### src/rtl/page_walker_if.sv
// page_walker_if: requester, memory-port and result signals of the Sv32 page-table walker
interface page_walker_if #(
  parameter int NUM_RQ = 2,
  parameter int ID_W = 1
);
  logic [NUM_RQ-1:0]       IN_rqValid;
  logic [NUM_RQ-1:0][19:0] IN_rqVpn;
  logic [NUM_RQ-1:0]       OUT_rqReady;
  logic [21:0]             IN_satpPpn;
  logic                    OUT_memValid;
  logic [33:0]             OUT_memAddr;
  logic                    IN_memReady;
  logic                    IN_memRespValid;
  logic [31:0]             IN_memRespData;
  logic                    OUT_resValid;
  logic [ID_W-1:0]         OUT_resRqID;
  logic [19:0]             OUT_resVpn;
  logic [21:0]             OUT_resPpn;
  logic                    OUT_resIsSuper;
  logic [2:0]              OUT_resRwx;
  logic                    OUT_resUser;
  logic                    OUT_resGlobl;
  logic                    OUT_resPageFault;
  logic                    OUT_busy;
  modport slave (
    input  IN_rqValid, IN_rqVpn, IN_satpPpn, IN_memReady, IN_memRespValid, IN_memRespData,
    output OUT_rqReady, OUT_memValid, OUT_memAddr, OUT_resValid, OUT_resRqID, OUT_resVpn,
           OUT_resPpn, OUT_resIsSuper, OUT_resRwx, OUT_resUser, OUT_resGlobl,
           OUT_resPageFault, OUT_busy
  );
  modport master (
    output IN_rqValid, IN_rqVpn, IN_satpPpn, IN_memReady, IN_memRespValid, IN_memRespData,
    input  OUT_rqReady, OUT_memValid, OUT_memAddr, OUT_resValid, OUT_resRqID, OUT_resVpn,
           OUT_resPpn, OUT_resIsSuper, OUT_resRwx, OUT_resUser, OUT_resGlobl,
           OUT_resPageFault, OUT_busy
  );
endinterface

### src/rtl/page_walker.sv
// page_walker: Sv32 two-level page-table walker shared by the ifetch and load/store TLBs
module page_walker #(
  parameter int NUM_RQ = 2,
  parameter int ID_W = 1
) (
  input logic         clk,
  input logic         rst,
  page_walker_if.slave bus
);
  typedef enum logic [2:0] {IDLE, L1_REQ, L1_WAIT, L0_REQ, L0_WAIT, DONE} state_t;
  state_t state_q, state_d;
  logic [ID_W-1:0] rr_q, rr_d, id_q, id_d, gnt_id, idx;
  logic [19:0] vpn_q, vpn_d;
  logic [33:0] addr_q, addr_d;
  logic [21:0] ppn_q, ppn_d, pppn;
  logic [2:0] rwx_q, rwx_d;
  logic super_q, super_d, user_q, user_d, g_q, g_d, pf_q, pf_d;
  logic gnt_any, pv, pr, pw, px, pu, pg, pa, bad, leaf, done;
  assign pv = bus.IN_memRespData[0];
  assign pr = bus.IN_memRespData[1];
  assign pw = bus.IN_memRespData[2];
  assign px = bus.IN_memRespData[3];
  assign pu = bus.IN_memRespData[4];
  assign pg = bus.IN_memRespData[5];
  assign pa = bus.IN_memRespData[6];
  assign pppn = bus.IN_memRespData[31:10];
  assign bad = !pv || (!pr && pw);
  assign leaf = pr || px;
  // round-robin pick: scan from the requester after the last grant; the lowest offset wins
  always_comb begin
    gnt_any = 1'b0;
    gnt_id = '0;
    idx = '0;
    for (int i = NUM_RQ; i >= 1; i--) begin
      idx = ID_W'((int'(rr_q) + i) % NUM_RQ);
      if (bus.IN_rqValid[idx]) begin
        gnt_any = 1'b1;
        gnt_id = idx;
      end
    end
  end
  // walk sequencing and PTE decode
  always_comb begin
    state_d = state_q;
    rr_d = rr_q;
    id_d = id_q;
    vpn_d = vpn_q;
    addr_d = addr_q;
    ppn_d = ppn_q;
    rwx_d = rwx_q;
    super_d = super_q;
    user_d = user_q;
    g_d = g_q;
    pf_d = pf_q;
    case (state_q)
      IDLE: if (gnt_any) begin
        state_d = L1_REQ;
        rr_d = gnt_id;
        id_d = gnt_id;
        vpn_d = bus.IN_rqVpn[gnt_id];
        addr_d = {bus.IN_satpPpn, 12'b0} + {22'b0, bus.IN_rqVpn[gnt_id][19:10], 2'b0};
        ppn_d = '0;
        rwx_d = '0;
        super_d = 1'b0;
        user_d = 1'b0;
        g_d = 1'b0;
        pf_d = 1'b0;
      end
      L1_REQ, L0_REQ: if (addr_q[33:32] != 2'b0) begin
        state_d = DONE;
        ppn_d = 22'h100000;
      end else if (bus.IN_memReady) state_d = state_q == L1_REQ ? L1_WAIT : L0_WAIT;
      L1_WAIT, L0_WAIT: if (bus.IN_memRespValid) begin
        state_d = DONE;
        g_d = g_q | pg;
        if (bad) pf_d = 1'b1;
        else if (leaf) begin
          pf_d = !pa || (state_q == L1_WAIT && pppn[9:0] != 10'b0);
          ppn_d = pppn;
          rwx_d = {pr, pw, px};
          user_d = pu;
          super_d = state_q == L1_WAIT;
        end else if (state_q == L1_WAIT) begin
          state_d = L0_REQ;
          addr_d = {pppn, 12'b0} + {22'b0, vpn_q[9:0], 2'b0};
        end else pf_d = 1'b1;
      end
      default: state_d = IDLE;
    endcase
  end
  // state and walk context registers; reset drops any walk in flight
  always_ff @(posedge clk) begin
    if (rst) begin
      state_q <= IDLE;
      rr_q <= '0;
      id_q <= '0;
      vpn_q <= '0;
      addr_q <= '0;
      ppn_q <= '0;
      rwx_q <= '0;
      super_q <= 1'b0;
      user_q <= 1'b0;
      g_q <= 1'b0;
      pf_q <= 1'b0;
    end else begin
      state_q <= state_d;
      rr_q <= rr_d;
      id_q <= id_d;
      vpn_q <= vpn_d;
      addr_q <= addr_d;
      ppn_q <= ppn_d;
      rwx_q <= rwx_d;
      super_q <= super_d;
      user_q <= user_d;
      g_q <= g_d;
      pf_q <= pf_d;
    end
  end
  assign done = state_q == DONE;
  assign bus.OUT_rqReady = (gnt_any && state_q == IDLE && !rst) ? NUM_RQ'(1) << gnt_id : '0;
  assign bus.OUT_memValid = (state_q == L1_REQ || state_q == L0_REQ) && addr_q[33:32] == 2'b0;
  assign bus.OUT_memAddr = addr_q;
  assign bus.OUT_resValid = done;
  assign bus.OUT_resRqID = done ? id_q : '0;
  assign bus.OUT_resVpn = done ? vpn_q : '0;
  assign bus.OUT_resPpn = done && !pf_q ? ppn_q : '0;
  assign bus.OUT_resIsSuper = done && !pf_q && super_q;
  assign bus.OUT_resRwx = done && !pf_q ? rwx_q : '0;
  assign bus.OUT_resUser = done && !pf_q && user_q;
  assign bus.OUT_resGlobl = done && g_q;
  assign bus.OUT_resPageFault = done && pf_q;
  assign bus.OUT_busy = state_q != IDLE;
endmodule

### src/flat_wrapper.sv
// flat-port wrapper written by rule: the top's interface ports become plain ports
module page_walker_flat 
#(
  parameter int NUM_RQ = 2,
  parameter int ID_W = 1
)
  (clk, rst, bus_IN_rqValid, bus_IN_rqVpn, bus_IN_satpPpn, bus_IN_memReady, bus_IN_memRespValid, bus_IN_memRespData, bus_OUT_rqReady, bus_OUT_memValid, bus_OUT_memAddr, bus_OUT_resValid, bus_OUT_resRqID, bus_OUT_resVpn, bus_OUT_resPpn, bus_OUT_resIsSuper, bus_OUT_resRwx, bus_OUT_resUser, bus_OUT_resGlobl, bus_OUT_resPageFault, bus_OUT_busy);
  page_walker_if #(.NUM_RQ(NUM_RQ), .ID_W(ID_W)) bus_i ();
  input logic clk;
  input logic rst;
  input wire logic [$bits(bus_i.IN_rqValid)-1:0] bus_IN_rqValid;
  input wire logic [$bits(bus_i.IN_rqVpn)-1:0] bus_IN_rqVpn;
  input wire logic [$bits(bus_i.IN_satpPpn)-1:0] bus_IN_satpPpn;
  input wire logic [$bits(bus_i.IN_memReady)-1:0] bus_IN_memReady;
  input wire logic [$bits(bus_i.IN_memRespValid)-1:0] bus_IN_memRespValid;
  input wire logic [$bits(bus_i.IN_memRespData)-1:0] bus_IN_memRespData;
  output wire logic [$bits(bus_i.OUT_rqReady)-1:0] bus_OUT_rqReady;
  output wire logic [$bits(bus_i.OUT_memValid)-1:0] bus_OUT_memValid;
  output wire logic [$bits(bus_i.OUT_memAddr)-1:0] bus_OUT_memAddr;
  output wire logic [$bits(bus_i.OUT_resValid)-1:0] bus_OUT_resValid;
  output wire logic [$bits(bus_i.OUT_resRqID)-1:0] bus_OUT_resRqID;
  output wire logic [$bits(bus_i.OUT_resVpn)-1:0] bus_OUT_resVpn;
  output wire logic [$bits(bus_i.OUT_resPpn)-1:0] bus_OUT_resPpn;
  output wire logic [$bits(bus_i.OUT_resIsSuper)-1:0] bus_OUT_resIsSuper;
  output wire logic [$bits(bus_i.OUT_resRwx)-1:0] bus_OUT_resRwx;
  output wire logic [$bits(bus_i.OUT_resUser)-1:0] bus_OUT_resUser;
  output wire logic [$bits(bus_i.OUT_resGlobl)-1:0] bus_OUT_resGlobl;
  output wire logic [$bits(bus_i.OUT_resPageFault)-1:0] bus_OUT_resPageFault;
  output wire logic [$bits(bus_i.OUT_busy)-1:0] bus_OUT_busy;
  assign bus_i.IN_rqValid = bus_IN_rqValid;
  assign bus_i.IN_rqVpn = bus_IN_rqVpn;
  assign bus_i.IN_satpPpn = bus_IN_satpPpn;
  assign bus_i.IN_memReady = bus_IN_memReady;
  assign bus_i.IN_memRespValid = bus_IN_memRespValid;
  assign bus_i.IN_memRespData = bus_IN_memRespData;
  assign bus_OUT_rqReady = bus_i.OUT_rqReady;
  assign bus_OUT_memValid = bus_i.OUT_memValid;
  assign bus_OUT_memAddr = bus_i.OUT_memAddr;
  assign bus_OUT_resValid = bus_i.OUT_resValid;
  assign bus_OUT_resRqID = bus_i.OUT_resRqID;
  assign bus_OUT_resVpn = bus_i.OUT_resVpn;
  assign bus_OUT_resPpn = bus_i.OUT_resPpn;
  assign bus_OUT_resIsSuper = bus_i.OUT_resIsSuper;
  assign bus_OUT_resRwx = bus_i.OUT_resRwx;
  assign bus_OUT_resUser = bus_i.OUT_resUser;
  assign bus_OUT_resGlobl = bus_i.OUT_resGlobl;
  assign bus_OUT_resPageFault = bus_i.OUT_resPageFault;
  assign bus_OUT_busy = bus_i.OUT_busy;
  page_walker #(.NUM_RQ(NUM_RQ), .ID_W(ID_W)) u_core (.clk(clk), .rst(rst), .bus(bus_i));
endmodule
### config.mk
export PLATFORM = sky130hd
export DESIGN_NAME = page_walker_flat
export DESIGN_NICKNAME = d
export VERILOG_FILES = /design/src/rtl/page_walker_if.sv /design/src/rtl/page_walker.sv /design/src/flat_wrapper.sv
export SDC_FILE = /design/constraint.sdc
export NUM_CORES = 1
export LEC_CHECK = 0
export BUFFER_PORTS_ARGS = -buffer_cell sky130_fd_sc_hd__buf_4
export CAP_MARGIN = 10
export CORE_ASPECT_RATIO = 1.75
export CORE_MARGIN = 3
export CORE_UTILIZATION = 47
export CTS_CLUSTER_DIAMETER = 50
export DETAILED_ROUTE_END_ITERATION = 12
export MAX_ROUTING_LAYER = met4
export PLACE_DENSITY = 0.85
export SYNTH_ARGS = -nofsm -noshare
export SYNTH_HDL_FRONTEND = slang
export SYNTH_SLANG_ARGS = --single-unit
### constraint.sdc
create_clock -name clk -period 2.3 [get_ports clk]
set_clock_uncertainty 0.15 [all_clocks]
set_input_delay 0.575 -clock clk [delete_from_list [all_inputs] [get_ports clk]]
set_output_delay 0.575 -clock clk [all_outputs]
set_load 0.01 [all_outputs]
* After elaboration in Yosys (flattened, before gate mapping)
Cells that the tools add are included.
Cells by class: add/subtract/negate cells 4, order comparisons 3, equality and inequality tests 14, shift-type cells 1, multiplexer cells 57, bitwise logic cells 1, reductions and logical operators 35
Operators by type and width (number):
- $mux 34 | 5
- $mux 22 | 6
- $add 34x12->34 | 2
- $pmux 34 s2 | 1
- $pmux 22 s3 | 1
- $mux 20 | 3
- $mux 3 | 13
- $mux 1 | 21
- $reduce_and 6->1 | 2
- $logic_and 1x1->1 | 10
- $reduce_bool 10->1 | 1
- $pmux 3 s3 | 1
- $ne 2x1->1 const B | 4
- $pmux 1 s2 | 4
- $eq 3x2->1 const B | 2
- $eq 3x3->1 const B | 2
- $lt 1x2->1 const B | 3
- $ne 2x2->1 const B | 3
- $pmux 3 s2 | 1
- $reduce_and 3->1 | 2
- $reduce_bool 3->1 | 2
- $logic_not 1->1 | 5
- $reduce_and 5->1 | 1
- $logic_or 1x1->1 | 4
- 13 further kinds | 16
Storage, ports and cells: register bits after elaboration 87, bits of input ports 100, output and inout port bits 89, logic and storage cells 125

* Depth between registers and ports, before layout
depth after elaboration 10, mapped depth 7, mapped depth without buffers 5

* Least setup slack after synthesis
No wires, ideal clock.
path type input to output, start point input port bus_IN_rqValid[1], end point output port bus_OUT_rqReady[1], arrival 1.451 ns, slack 0.124 ns, stages 3, path buffers 1, path through a21boi_2 > buf_2 > nor3b_1
On the way: longest elaborated chain between the ends 7, elaborated cells on any way between the ends 12, those cells by class shift: 1; mux: 9; reduce/logical: 2
Ends and longest elaborated chain:
- from (decl) | line flat_wrapper.sv:11 | input wire logic [$bits(bus_i.IN_rqValid)-1:0] bus_IN_rqValid;
- $mux 1 (not written as such) (2 in a row) | line page_walker.sv:36 | if (bus.IN_rqValid[idx]) begin
- $mux 1 (2 in a row) | line page_walker.sv:36
- $logic_and 1x1->1 (2 in a row) | line page_walker.sv:120 | assign bus.OUT_rqReady = (gnt_any && state_q == IDLE && !rst) ? NUM_RQ'(1) << gnt_id : '0;
- $mux 2 * | line page_walker.sv:120
- to (decl) | line flat_wrapper.sv:17 | output wire logic [$bits(bus_i.OUT_rqReady)-1:0] bus_OUT_rqReady;
Every way passes the cells marked *; elsewhere a longest branch is shown, timed or not. The select of a mux whose other input is x is not followed.

* Worst setup path in the final report
start point register u_core.state_q[0], end point output port bus_OUT_resPpn[9]
On the way: longest elaborated chain between the ends 3
Ends and longest elaborated chain:
- from (decl) | line page_walker.sv:11 | state_t state_q, state_d;
- from (signal assigned) | line page_walker.sv:106 | state_q <= state_d;
- $eq 3x3->1 | line page_walker.sv:119 | assign done = state_q == DONE;
- $logic_and 1x1->1 | line page_walker.sv:126 | assign bus.OUT_resPpn = done && !pf_q ? ppn_q : '0;
- $mux 22 | line page_walker.sv:126
- to (decl) | line flat_wrapper.sv:23 | output wire logic [$bits(bus_i.OUT_resPpn)-1:0] bus_OUT_resPpn;
Every way passes these cells.

==> results.ini <==
[run_status]
status = finished with violations
violations = negative setup slack

[place]
routabilityCongestion = 0.9802
hpwl_um = 9725
dp_slack_ns = 0.05850
io_buffers = 183

[power]
finalPower_w = 0.007846
seqPwrFrac_pct = 29.9
p_clk_share_pct = 20.0
p_int_w = 0.004809
switching_share_pct = 38.71
ir_drop_uv = 661.8
p_comb_share_pct = 50.1
p_switching_w = 0.003037
p_leak_nw = 2.779
powerDensity_mw_per_mm2 = 1246

[detailed_routing]
ant_nets = 0
vias = 4266
drt_drc_violations_left = 0
wl_um = 13560
drt_first_pass_iters = 5
wl_per_cell_um = 17.45
vias_per_cell = 5.490
drt-initial-drc-count = 189

[die]
die_w_um = 77.12
ios = 189
start_util_pct = 49.07
fp.coreArea_mm2 = 0.008478
die_h_um = 130.5
row_count = 44
die-area_mm2 = 0.01006

[hold_path]
hp-class = flop to flop

[clocking]
clkTransAtPathRegs_ns = 0.06
cts_num_sinks = 85
htree_levels = 3
cts_root_buffer = clkbuf_16
clockBufferDepth = 2
clock_latency_ns = 0.33
numCtsBuffers = 9
cts-hold-fix-buffers = 0
cts_tree = built

[sta]
slew-limit-headroom_pct = 62.05
max_freq_mhz = 433.8
finalCritPeriodShare_pct = 100.2
fin_tns_setup_ns = -0.005382
setup_ws_ns = -0.005382
min_period_ns = 2.305
rsz0062_at_grt = true
slew_violations = 0
report.final.setup_viol = 1
tightestPinTransition_ns = 0.5640
hold_viol = 0

[finish]
fin_nets = 757
area_growth_pct = 51.37
drive_above_1_share_pct = 39.58
n_antenna_cell = 0

[global_routing]
antenna_found_initial = 0
grt_pass1_wl_um = 19970
grt_pass1_vias = 4145
grt_use_total_pct = 25.63
grt_overflow = 0
grt_max_degree = 42

[setup_path]
cp_slowest_stage_delay_ns = 0.34
path_max_fanout = 6
cp.arrival_ns = 1.58
path_delay_family = buffers and inverters
crit_path_top_delay_cell = dfxtp_2
cp-end-kind = output port
cp_common_cell = buf_6
required_ns = 1.57
crit_chain = buf_6 > nand2_4 > nor3_4 > buf_12 > buf_6 > and2_1 > buf_4
cp-start-kind = flop
crit_type = flop to output port
path_buf_inv = 4

[synthesis]
avgSynthCellArea_um2 = 8.703
synthCells = 478
synth_edf_count = 0
synth_seq_area_share_pct = 40.90
yosysWarnings = 0
synth-seq-cells = 85
mappedNetlistArea_mm2 = 0.004160
synth_ff_type = dfxtp_1
synthArstFlopShare_pct = 0
ys_types = 47

[run]
maxCapViolCount = 0

[power by group through the flow]
stage / Sequential, W / Combinational, W / Clock, W
5_1_grt: 0.00241 / 0.00427 / 0.00164
3_3_place_gp: 0.00231 / 0.00368 / 0
6_report: 0.00235 / 0.00393 / 0.00157
2_1_floorplan: 0.00238 / 0.00230 / 0
4_1_cts: 0.00232 / 0.00381 / 0.00159
3_5_place_dp: 0.00234 / 0.00375 / 0
[tightest hold or removal path: cells and delay by family, from the launching register on]
| family | cells | cell delay [ns] |
|---|---|---|
| flops | 1 | 0.31 |
| compound gates | 1 | 0.05 |
| simple gates | 1 | 0.05 |
[cells in the mapped netlist, types with 2 or more instances]
library cell  number  area [µm²]
buf_1              3       11.26
nor2b_1            4       25.02
a21oi_1           26       130.1
o22ai_1           10       62.56
o21a_1             3       22.52
buf_4              5       37.54
nor3b_1            2       15.01
nand3_1           12       60.06
o21ai_0            5       25.02
clkbuf_1          17       63.81
buf_2             12       60.06
and2_1            51       319.1
nand2b_1          13       81.33
nor3_1             7       35.03
nor4_1             2       12.51
o211ai_1           2       15.01
dfxtp_1           85        1702
buf_6              3       33.78
a22o_1            14       122.6
nor2_1            67       251.5
inv_1              2       7.510
mux2i_1           42       420.4
a31oi_1            2       12.51
a21oi_2            2       17.52
a211oi_1          43       322.8
and3_1             2       12.51
nand2_1           22       82.58
[state kept, by name, indices dropped and copies added, names as in the netlist, 3 cells and up]
name / cells
u_core.ppn_q: 22
u_core.vpn_q: 20
u_core.bus.OUT_memAddr: 32
u_core.rwx_q: 3
u_core.state_q: 3
[area by class of cell]
cell class              instances  area, µm²
flip-flops and latches         85       1704
well taps                     115      143.9
repair buffers                207       1779
multi-input cells             352       2336
fillers                       628       2181
clock buffers                  12      256.5
inverters                       2      7.507
clock inverters                 4      70.07
[repair_timing]
| action | in CTS | in global routing |
|---|---|---|
| setup buffers | 1 | 1 |
| resized for setup | 7 | 46 |
| pin swaps | 2 | 16 |
| cloned | 0 | 3 |
| setup endpoints to repair | 52 | 50 |
[final timing paths]
check | from | to | slack [ns] | depth (start not counted)
setup / recovery | u_core.state_q[0] | bus_OUT_resPpn[9] | -0.005 | 7
hold / removal | u_core.ppn_q[14] | u_core.ppn_q[14] | 0.30 | 2
setup reg to reg | u_core.state_q[0] | u_core.ppn_q[2] | 0.16 | 7
hold reg to reg | u_core.ppn_q[14] | u_core.ppn_q[14] | 0.30 | 2
[layer usage]
layer | part of all wire [%] | GRT usage, % | up-vias
met3 | 6.2 | 4.733 | 51
met4 | 4.1 | 11.84 | 0
met5 | 0 | - | -
li1 | - | - | 2046
met1 | 35 | 26.02 | 1949
met2 | 54 | 47.38 | 220
[logic make-up after synthesis]
group,after synthesis,synth area share (%)
XOR/XNOR,1,0.2106
buffers and inverters,42,5.143
AND/OR/NAND/NOR,189,23.40
multiplexers,42,10.11
other,1,0.09014
AO/OA/AOI/OAI,118,20.15
flip-flops,85,40.90
[cells in the final DEF (no fill, tap or decap), types with 4 or more instances in the layout]
cell       instances
o21ai_0            5
clkbuf_16         11
nor2b_1            4
buf_4            173
nand3_1           12
buf_12             8
a21oi_1           26
and2_1            30
buf_6             24
o22ai_1           10
nand2b_1          13
a22o_1            14
and2_4            21
nor2_1            65
a211oi_1          43
dfxtp_1           83
nand2_1           20
nor3_1             6
mux2i_1           42
[metrics by stage]
| stage | cells | hold slack, ns | instance area, µm² | utilization, % |
|---|---|---|---|---|
| 6_report | 777 | 0.3025 | 6297 | 74.28 |
| 5_1_grt | 777 | 0.3212 | 6297 | 74.28 |
| 4_1_cts | 773 | 0.2997 | 6072 | 71.62 |
| 3_5_place_dp | 756 | 0.2937 | 5714 | 67.40 |
| 3_3_place_gp | 756 | 0.2887 | 5714 | 67.40 |
| 2_1_floorplan | 479 | 0.2817 | 4164 | - |
(Power assumes the default switching activity.)
